**config.mk**
```make
export PLATFORM = sky130hd
export DESIGN_NAME = sbox_stream
export DESIGN_NICKNAME = d
export VERILOG_FILES = /design/src/rtl/sbox_stream.sv
export SDC_FILE = /design/constraint.sdc
export NUM_CORES = 1
export LEC_CHECK = 0
export CORE_ASPECT_RATIO = 0.75
export CORE_MARGIN = 10
export CORE_UTILIZATION = 39
export DETAILED_ROUTE_END_ITERATION = 8
export PLACE_DENSITY = 0.7
export SLEW_MARGIN = 20
export SYNTH_ARGS = -nofsm -noshare
export SYNTH_HDL_FRONTEND = slang
export SYNTH_SLANG_ARGS = --single-unit
```
**constraint.sdc**
```tcl
create_clock -name clk -period 2.62 [get_ports clk]
set_input_delay 0.655 -clock clk [delete_from_list [all_inputs] [get_ports clk]]
set_output_delay 0.655 -clock clk [all_outputs]
set_load 0.005 [all_outputs]
```
**src/rtl/sbox_stream.sv**
```systemverilog
// rtl/sbox_stream.sv - runtime-configurable NPORTS x NPORTS stream switch box with registered outputs
module sbox_stream #(
  parameter int WIDTH  = 32,
  parameter int NPORTS = 4,
  localparam int SELW  = $clog2(NPORTS)
) (
  input  logic                    clk,
  input  logic                    reset,
  input  logic                    cfg_we,
  input  logic [SELW-1:0]         cfg_addr,
  input  logic [SELW-1:0]         cfg_sel,
  input  logic                    cfg_en,
  input  logic [NPORTS*WIDTH-1:0] in_data,
  input  logic [NPORTS-1:0]       in_valid,
  output logic [NPORTS-1:0]       in_ready,
  output logic [NPORTS*WIDTH-1:0] out_data,
  output logic [NPORTS-1:0]       out_valid,
  input  logic [NPORTS-1:0]       out_ready
);
  localparam logic [SELW:0] NP = (SELW+1)'(NPORTS);

  logic [SELW-1:0]   sel [NPORTS];
  logic [NPORTS-1:0] en;
  logic [NPORTS-1:0] can_load;
  logic [NPORTS-1:0] load;
  logic [NPORTS-1:0] has_cons;
  logic [NPORTS-1:0] cons_ok;
  logic [WIDTH-1:0]  mux_data [NPORTS];
  logic              cfg_ok;

  assign cfg_ok   = cfg_we & ({1'b0, cfg_addr} < NP) & ({1'b0, cfg_sel} < NP);
  assign can_load = ~out_valid | out_ready;

  // An input is ready only when every enabled output selecting it can load, so broadcast is all-or-none.
  always_comb begin
    has_cons = '0;
    cons_ok  = '1;
    for (int j = 0; j < NPORTS; j++) begin
      for (int i = 0; i < NPORTS; i++) begin
        if (en[i] && sel[i] == SELW'(j)) begin
          has_cons[j] = 1'b1;
          cons_ok[j]  = cons_ok[j] & can_load[i];
        end
      end
    end
  end

  assign in_ready = has_cons & cons_ok;

  always_comb begin
    load = '0;
    for (int i = 0; i < NPORTS; i++) begin
      mux_data[i] = '0;
      for (int j = 0; j < NPORTS; j++) begin
        if (sel[i] == SELW'(j)) begin
          mux_data[i] = in_data[j*WIDTH +: WIDTH];
          load[i]     = en[i] & in_valid[j] & in_ready[j];
        end
      end
    end
  end

  always_ff @(posedge clk or negedge reset) begin
    if (!reset) begin
      en        <= '0;
      out_valid <= '0;
      out_data  <= '0;
      for (int i = 0; i < NPORTS; i++) sel[i] <= SELW'(i);
    end else begin
      if (cfg_ok) begin
        sel[cfg_addr] <= cfg_sel;
        en[cfg_addr]  <= cfg_en;
      end
      for (int i = 0; i < NPORTS; i++) begin
        if (load[i]) begin
          out_data[i*WIDTH +: WIDTH] <= mux_data[i];
          out_valid[i]               <= 1'b1;
        end else if (out_ready[i]) begin
          out_valid[i] <= 1'b0;
        end
      end
    end
  end
endmodule

```
Word-level counts from Yosys, hierarchy flattened
Index checks and enable logic that the tools add are counted.

storage, ports and cells
  word-level logic and storage cells = 181
  bits of input ports = 144
  output and inout bits = 136
  flip-flop bits (word level) = 144

operators by class
  multiplexer cells = 78
  eq/ne operators = 12
  reductions and logical operators = 26
  bitwise logic cells = 48
  magnitude comparators = 4

operator list
  cell                  count
  $mux W32              16
  $mux W1               57
  $and A1 B1 Y1         44
  $logic_and A1 B1 Y1   18
  $eq A2 B2 Y1 const B  8
  $bwmux W8             1
  $eq A2 B1 Y1 const B  4
  $logic_not A2 Y1      4
  $reduce_bool A2 Y1    4
  $and A4 B4 Y4         1
  $bwmux W4             1
  $demux W2 S2          1
  $not A4 Y4            1
  $or A4 B4 Y4          1
  $ge A3 B3 Y1 const B  1
  $lt A2 B3 Y1 const B  1
  $lt A3 B1 Y1 const B  1
  $not A2 Y3            1
  $demux W1 S2          1
  $ge A2 B1 Y1 const B  1
  $mux W2               1

Depth between registers and ports, before layout
  depth after elaboration = 16
  depth in mapped cells = 7
  mapped depth without buffers = 5

Least setup slack after synthesis
Ideal clock, no wire load.

  path type = input to register
  start = input out_ready[0]
  end = register out_data[100]
  library setup time = 0.125 ns
  path buffers = 1
  required time = 2.495 ns
  setup slack = 0.384 ns
  arrival = 2.111 ns
  stages = 6
  cell sequence = nand3b_4 -> o32ai_2 -> nor4_1 -> nor3_2 -> buf_6 -> mux2_4

on the way
  longest elaborated chain between the ends = 14
  elaborated cells between the ends (all ways) = 38
  classes of those cells = 20 x mux; 18 x bitwise

RTL lines
  element                          RTL line  RTL
  from (decl)                      18        input logic [NPORTS-1:0] out_ready
  $or A4 B4 Y4 (*)                 32        assign can_load = ~out_valid | out_ready;
  $mux W1                          40        if (en[i] && sel[i] == SELW'(j)) begin
  $and A1 B1 Y1                    42        cons_ok[j] = cons_ok[j] & can_load[i];
  $mux W1                          40
  $and A1 B1 Y1                    42
  $mux W1                          40
  $and A1 B1 Y1                    42
  $mux W1                          40
  $and A4 B4 Y4 (*)                48        assign in_ready = has_cons & cons_ok;
  $and A1 B1 Y1                    57        load[i] = en[i] & in_valid[j] & in_ready[j];
  $mux W1 (3 in series)            55        if (sel[i] == SELW'(j)) begin
  $mux W1 (*)                      55
  to (signal, indexed assignment)  76        out_data[i*WIDTH +: WIDTH] <= mux_data[i];
  to (decl)                        16        output logic [NPORTS*WIDTH-1:0] out_data,

Mark *: on every way between the ends. The rest lies on a longest branch, timed or not.
A chain may end at the register's enable or synchronous reset.

Worst setup path after layout
  start = register sel[4] in the netlist's numbering
  end = output in_ready[2]

on the way
  longest elaborated chain between the ends = 8
  elaborated cells between the ends (all ways) = 11
  classes of those cells = 1 x eq/ne; 6 x mux; 3 x bitwise; 1 x reduce/logical

RTL lines
  element                            RTL line  RTL
  from (decl)                        22        logic [SELW-1:0] sel [NPORTS];
  from (signal, indexed assignment)  71        sel[cfg_addr] <= cfg_sel;
  $eq A2 B2 Y1 (*)                   40
  $logic_and A1 B1 Y1 (*)            40
  $mux W1                            40
  $and A1 B1 Y1                      42
  $mux W1                            40
  $and A1 B1 Y1                      42
  $mux W1                            40
  $and A4 B4 Y4 (*)                  48
  to (decl)                          15        output logic [NPORTS-1:0] in_ready,

Marks and branches as above.

==> flow_summary_export.csv <==
group,metric,value,unit
power_and_ir_drop,p_int,8.89,mW
critical_path,required,1.97,ns
power_and_ir_drop,leakagePower,5.47,nW
power_and_ir_drop,power.switching,4.18,mW
floorplanning,core_area,0.0233,mm²
timing,finalMaxSlewViolations,0,
placement,pre_cts_ws,-0.694,ns
synthesis,syn_inst,572,
floorplanning,die_area,0.0306,mm²
critical_path,reg2regPathDepth,9,
timing,finalWorstSetupSlack,0.0463,ns
layout,layout_commonest_cell,"clkdlybuf4s50_1",
critical_path,timing.rr.start,"sel[6]",
routing,drt_iter0_drc,466,
routing,first_pass_iters,4,
floorplanning,rows,48,
floorplanning,fp.dieW,199,µm
global_route,grt_overflow_total,0,
routing,dr_total_vias,6972,
layout,drive_gt1_share,38.1,%
timing,period_needed,2.57,ns
run,drv_cap,0,
global_route,track_usage,21.6,%
power_and_ir_drop,clkPwrFrac,17.4,%
synthesis,synth-seq-cells,144,
clock_network,cts_max_level,4,
synthesis,avgSynthCellArea,16.3,µm²
clock_network,path_clk_slew,0.06,ns
layout,syn2layout_area_growth,45.6,%
critical_path,r2r_end,"out_data[66]",
critical_path,critical_path_class,"flop to output pin",
layout,nFillCells,1861,
routing,via_per_inst,5.74,
power_and_ir_drop,combPwrFrac,51.6,%
synthesis,synth_top_area_share,37.5,%
layout,layout_common_cells,"clkdlybuf4s50_1 (271), dfrtp_1 (135), mux4_2 (128)",
synthesis,ys.flop_type,"dfrtp_1",
floorplanning,die_height,154,µm
layout,utilization,58.4,%
global_route,grt_pass1_wl,49500,µm
placement,io_buffers,279,
routing,ant_nets,0,
clock_network,cts-root-buf,"clkbuf_16",
worst_hold_path,hp-class,"input port to async pin",
global_route,antenna_found_initial,2,
clock_network,cts.sinks,144,
synthesis,ys.warnings.count,0,
power_and_ir_drop,total_power,13.1,mW
critical_path,crit_fanout,4,
routing,wire_per_inst,27.0,µm
power_and_ir_drop,p_per_area,960,mW/mm²
timing,period_share,98.2,%
synthesis,synthTopCellsByArea,"dfrtp_1 (37%), mux4_2 (31%), mux2_1 (8.1%)",
routing,drc_errors,0,
timing,tightest_slew,0.596,ns
timing,fin_skew,0.00991,ns
floorplanning,start_util,40.1,%
synthesis,ys_seq_area_share,38.6,%
clock_network,cts_made_buffers,17,
power_and_ir_drop,irDropWorstVdd,0.467,mV
timing,slew_headroom,59.9,%
global_route,grt_pass1_vias,7612,
synthesis,synth_nets,716,
status,outcome,"finished, final reports clean",
layout,final_nets,1048,
synthesis,synth.distinct_cells,43,
power_and_ir_drop,seq_power_share,31.1,%
placement,post-dp-hpwl,24500,µm
global_route,grt_start_max_net_pins,54,
synthesis,synth_area,0.00935,mm²
timing,hold_viol_final,0,
timing,setup_viol,0,
clock_network,clk_path_buf_depth,2,
floorplanning,io-pin-count,280,
synthesis,synth_edf_count,0,
critical_path,crit_path_end_kind,"output pin",
synthesis,synth_largest_area_cell,"dfrtp_1",
clock_network,holdBufCountCts,0,
clock_network,cts_tree,"yes",
clock_network,insertion_delay,0.43,ns
power_and_ir_drop,switching_share,32.0,%
synthesis,synthArstFlopShare,100,%
critical_path,crit_arrival,1.92,ns
routing,drt-total-wl,32800,µm
critical_path,startpoint_type,"flop",
placement,place.gp.congestion,0.900,
critical_path,r2r_slack,0.16,ns
timing,max_freq,389,MHz
[cell families (layout without fill, tap and decap cells)]
| group | count (synthesis) | count (layout) | synth area share [%] |
|---|---|---|---|
| AOI/OAI and AO/OA | 29 | 29 | 2.74 |
| buffers and inverters | 50 | 391 | 3.28 |
| DFF | 144 | 144 | 38.6 |
| and+or+nand+nor | 82 | 82 | 5.81 |
| muxes | 267 | 267 | 49.6 |
| other | 0 | 2 | 0 |
[worst max-delay path, stage by stage (launching register included)]
cell and delay (ns):
dfstp_2 0.60, buf_6 0.13, nor2b_1 0.06, a32oi_1 0.20, o221ai_2 0.13, nor3b_2 0.17
clkdlybuf4s15_2 0.21
[worst max-delay path by stage]
| stage | start | endpoint | cells after the start |
|---|---|---|---|
| 6_report | sel[4] | in_ready[2] | 6 |
| 5_1_grt | sel[4] | in_ready[2] | 6 |
| 4_1_cts | out_ready[1] | in_ready[1] | 6 |
| 3_5_place_dp | out_ready[2] | in_ready[0] | 6 |
| 3_3_place_gp | out_ready[1] | in_ready[0] | 6 |
| 2_1_floorplan | out_ready[0] | out_data[100] | 6 |
[power groups by stage]
stage          Clock, mW  Combinational [mW]  Sequential (mW)
6_report            2.27                6.74             4.06
5_1_grt             2.41                7.17             4.20
4_1_cts             2.32                6.79             4.06
3_3_place_gp           0                6.64             4.07
2_1_floorplan          0                3.02             3.99
3_5_place_dp           0                6.72             4.07
[through the flow]
step	cells	area (µm²)	hold WS (ns)	TNS, ns
floorplan	572	9350	0.359	0
global placement	1178	12900	0.474	-43.07
detailed placement	1178	12900	0.480	-42.47
CTS	1212	13500	0.158	0
global route	1214	13600	0.170	-0.0218
finish	1215	13600	0.152	0
[registers in the layout, summed over array words and instances, names as in the netlist]
signal / count
out_data: 128
sel: 8
en: 4
out_valid: 4
[layer usage]
metal / global-route usage, % / share of wire (%) / vias to the layer above
met5: 0 / 0 / -
met4: 5.11 / 1.2 / 0
met3: 5.82 / 7.2 / 24
met2: 33.6 / 47 / 254
met1: 29.3 / 44 / 3686
li1: - / - / 3008
[final cells by class]
| type | count | area [µm²] | share of cell area, % |
|---|---|---|---|
| Antenna cell | 2 | 5.00 | 0.0368 |
| Clock buffer | 18 | 429 | 3.15 |
| Clock inverter | 10 | 92.6 | 0.680 |
| Inverter | 3 | 11.3 | 0.0827 |
| Multi-Input combinational cell | 378 | 5550 | 40.8 |
| Sequential cell | 144 | 3610 | 26.6 |
| Tap cell | 300 | 375 | 2.76 |
| Timing Repair Buffer | 360 | 3530 | 26.0 |
[Yosys cell counts, types with 5 or more instances]
library cell / n
dfrtp_1: 140
mux4_2: 128
mux2_1: 67
mux2_4: 49
mux2_2: 23
nand2_1: 17
nand2b_1: 12
buf_2: 11
clkbuf_1: 11
buf_6: 10
nor2_1: 10
buf_4: 8
nor4_1: 8
buf_1: 7
and3b_1: 6
o2111ai_1: 6
o22ai_1: 5
[timing repair]
action                     in CTS  in global routing
setup endpoints to repair       4                 15
setup buffers                   8                  1
pin swaps                       4                  4
gates resized for setup        28                 15
No activity file was read; power rests on OpenSTA's default activity.
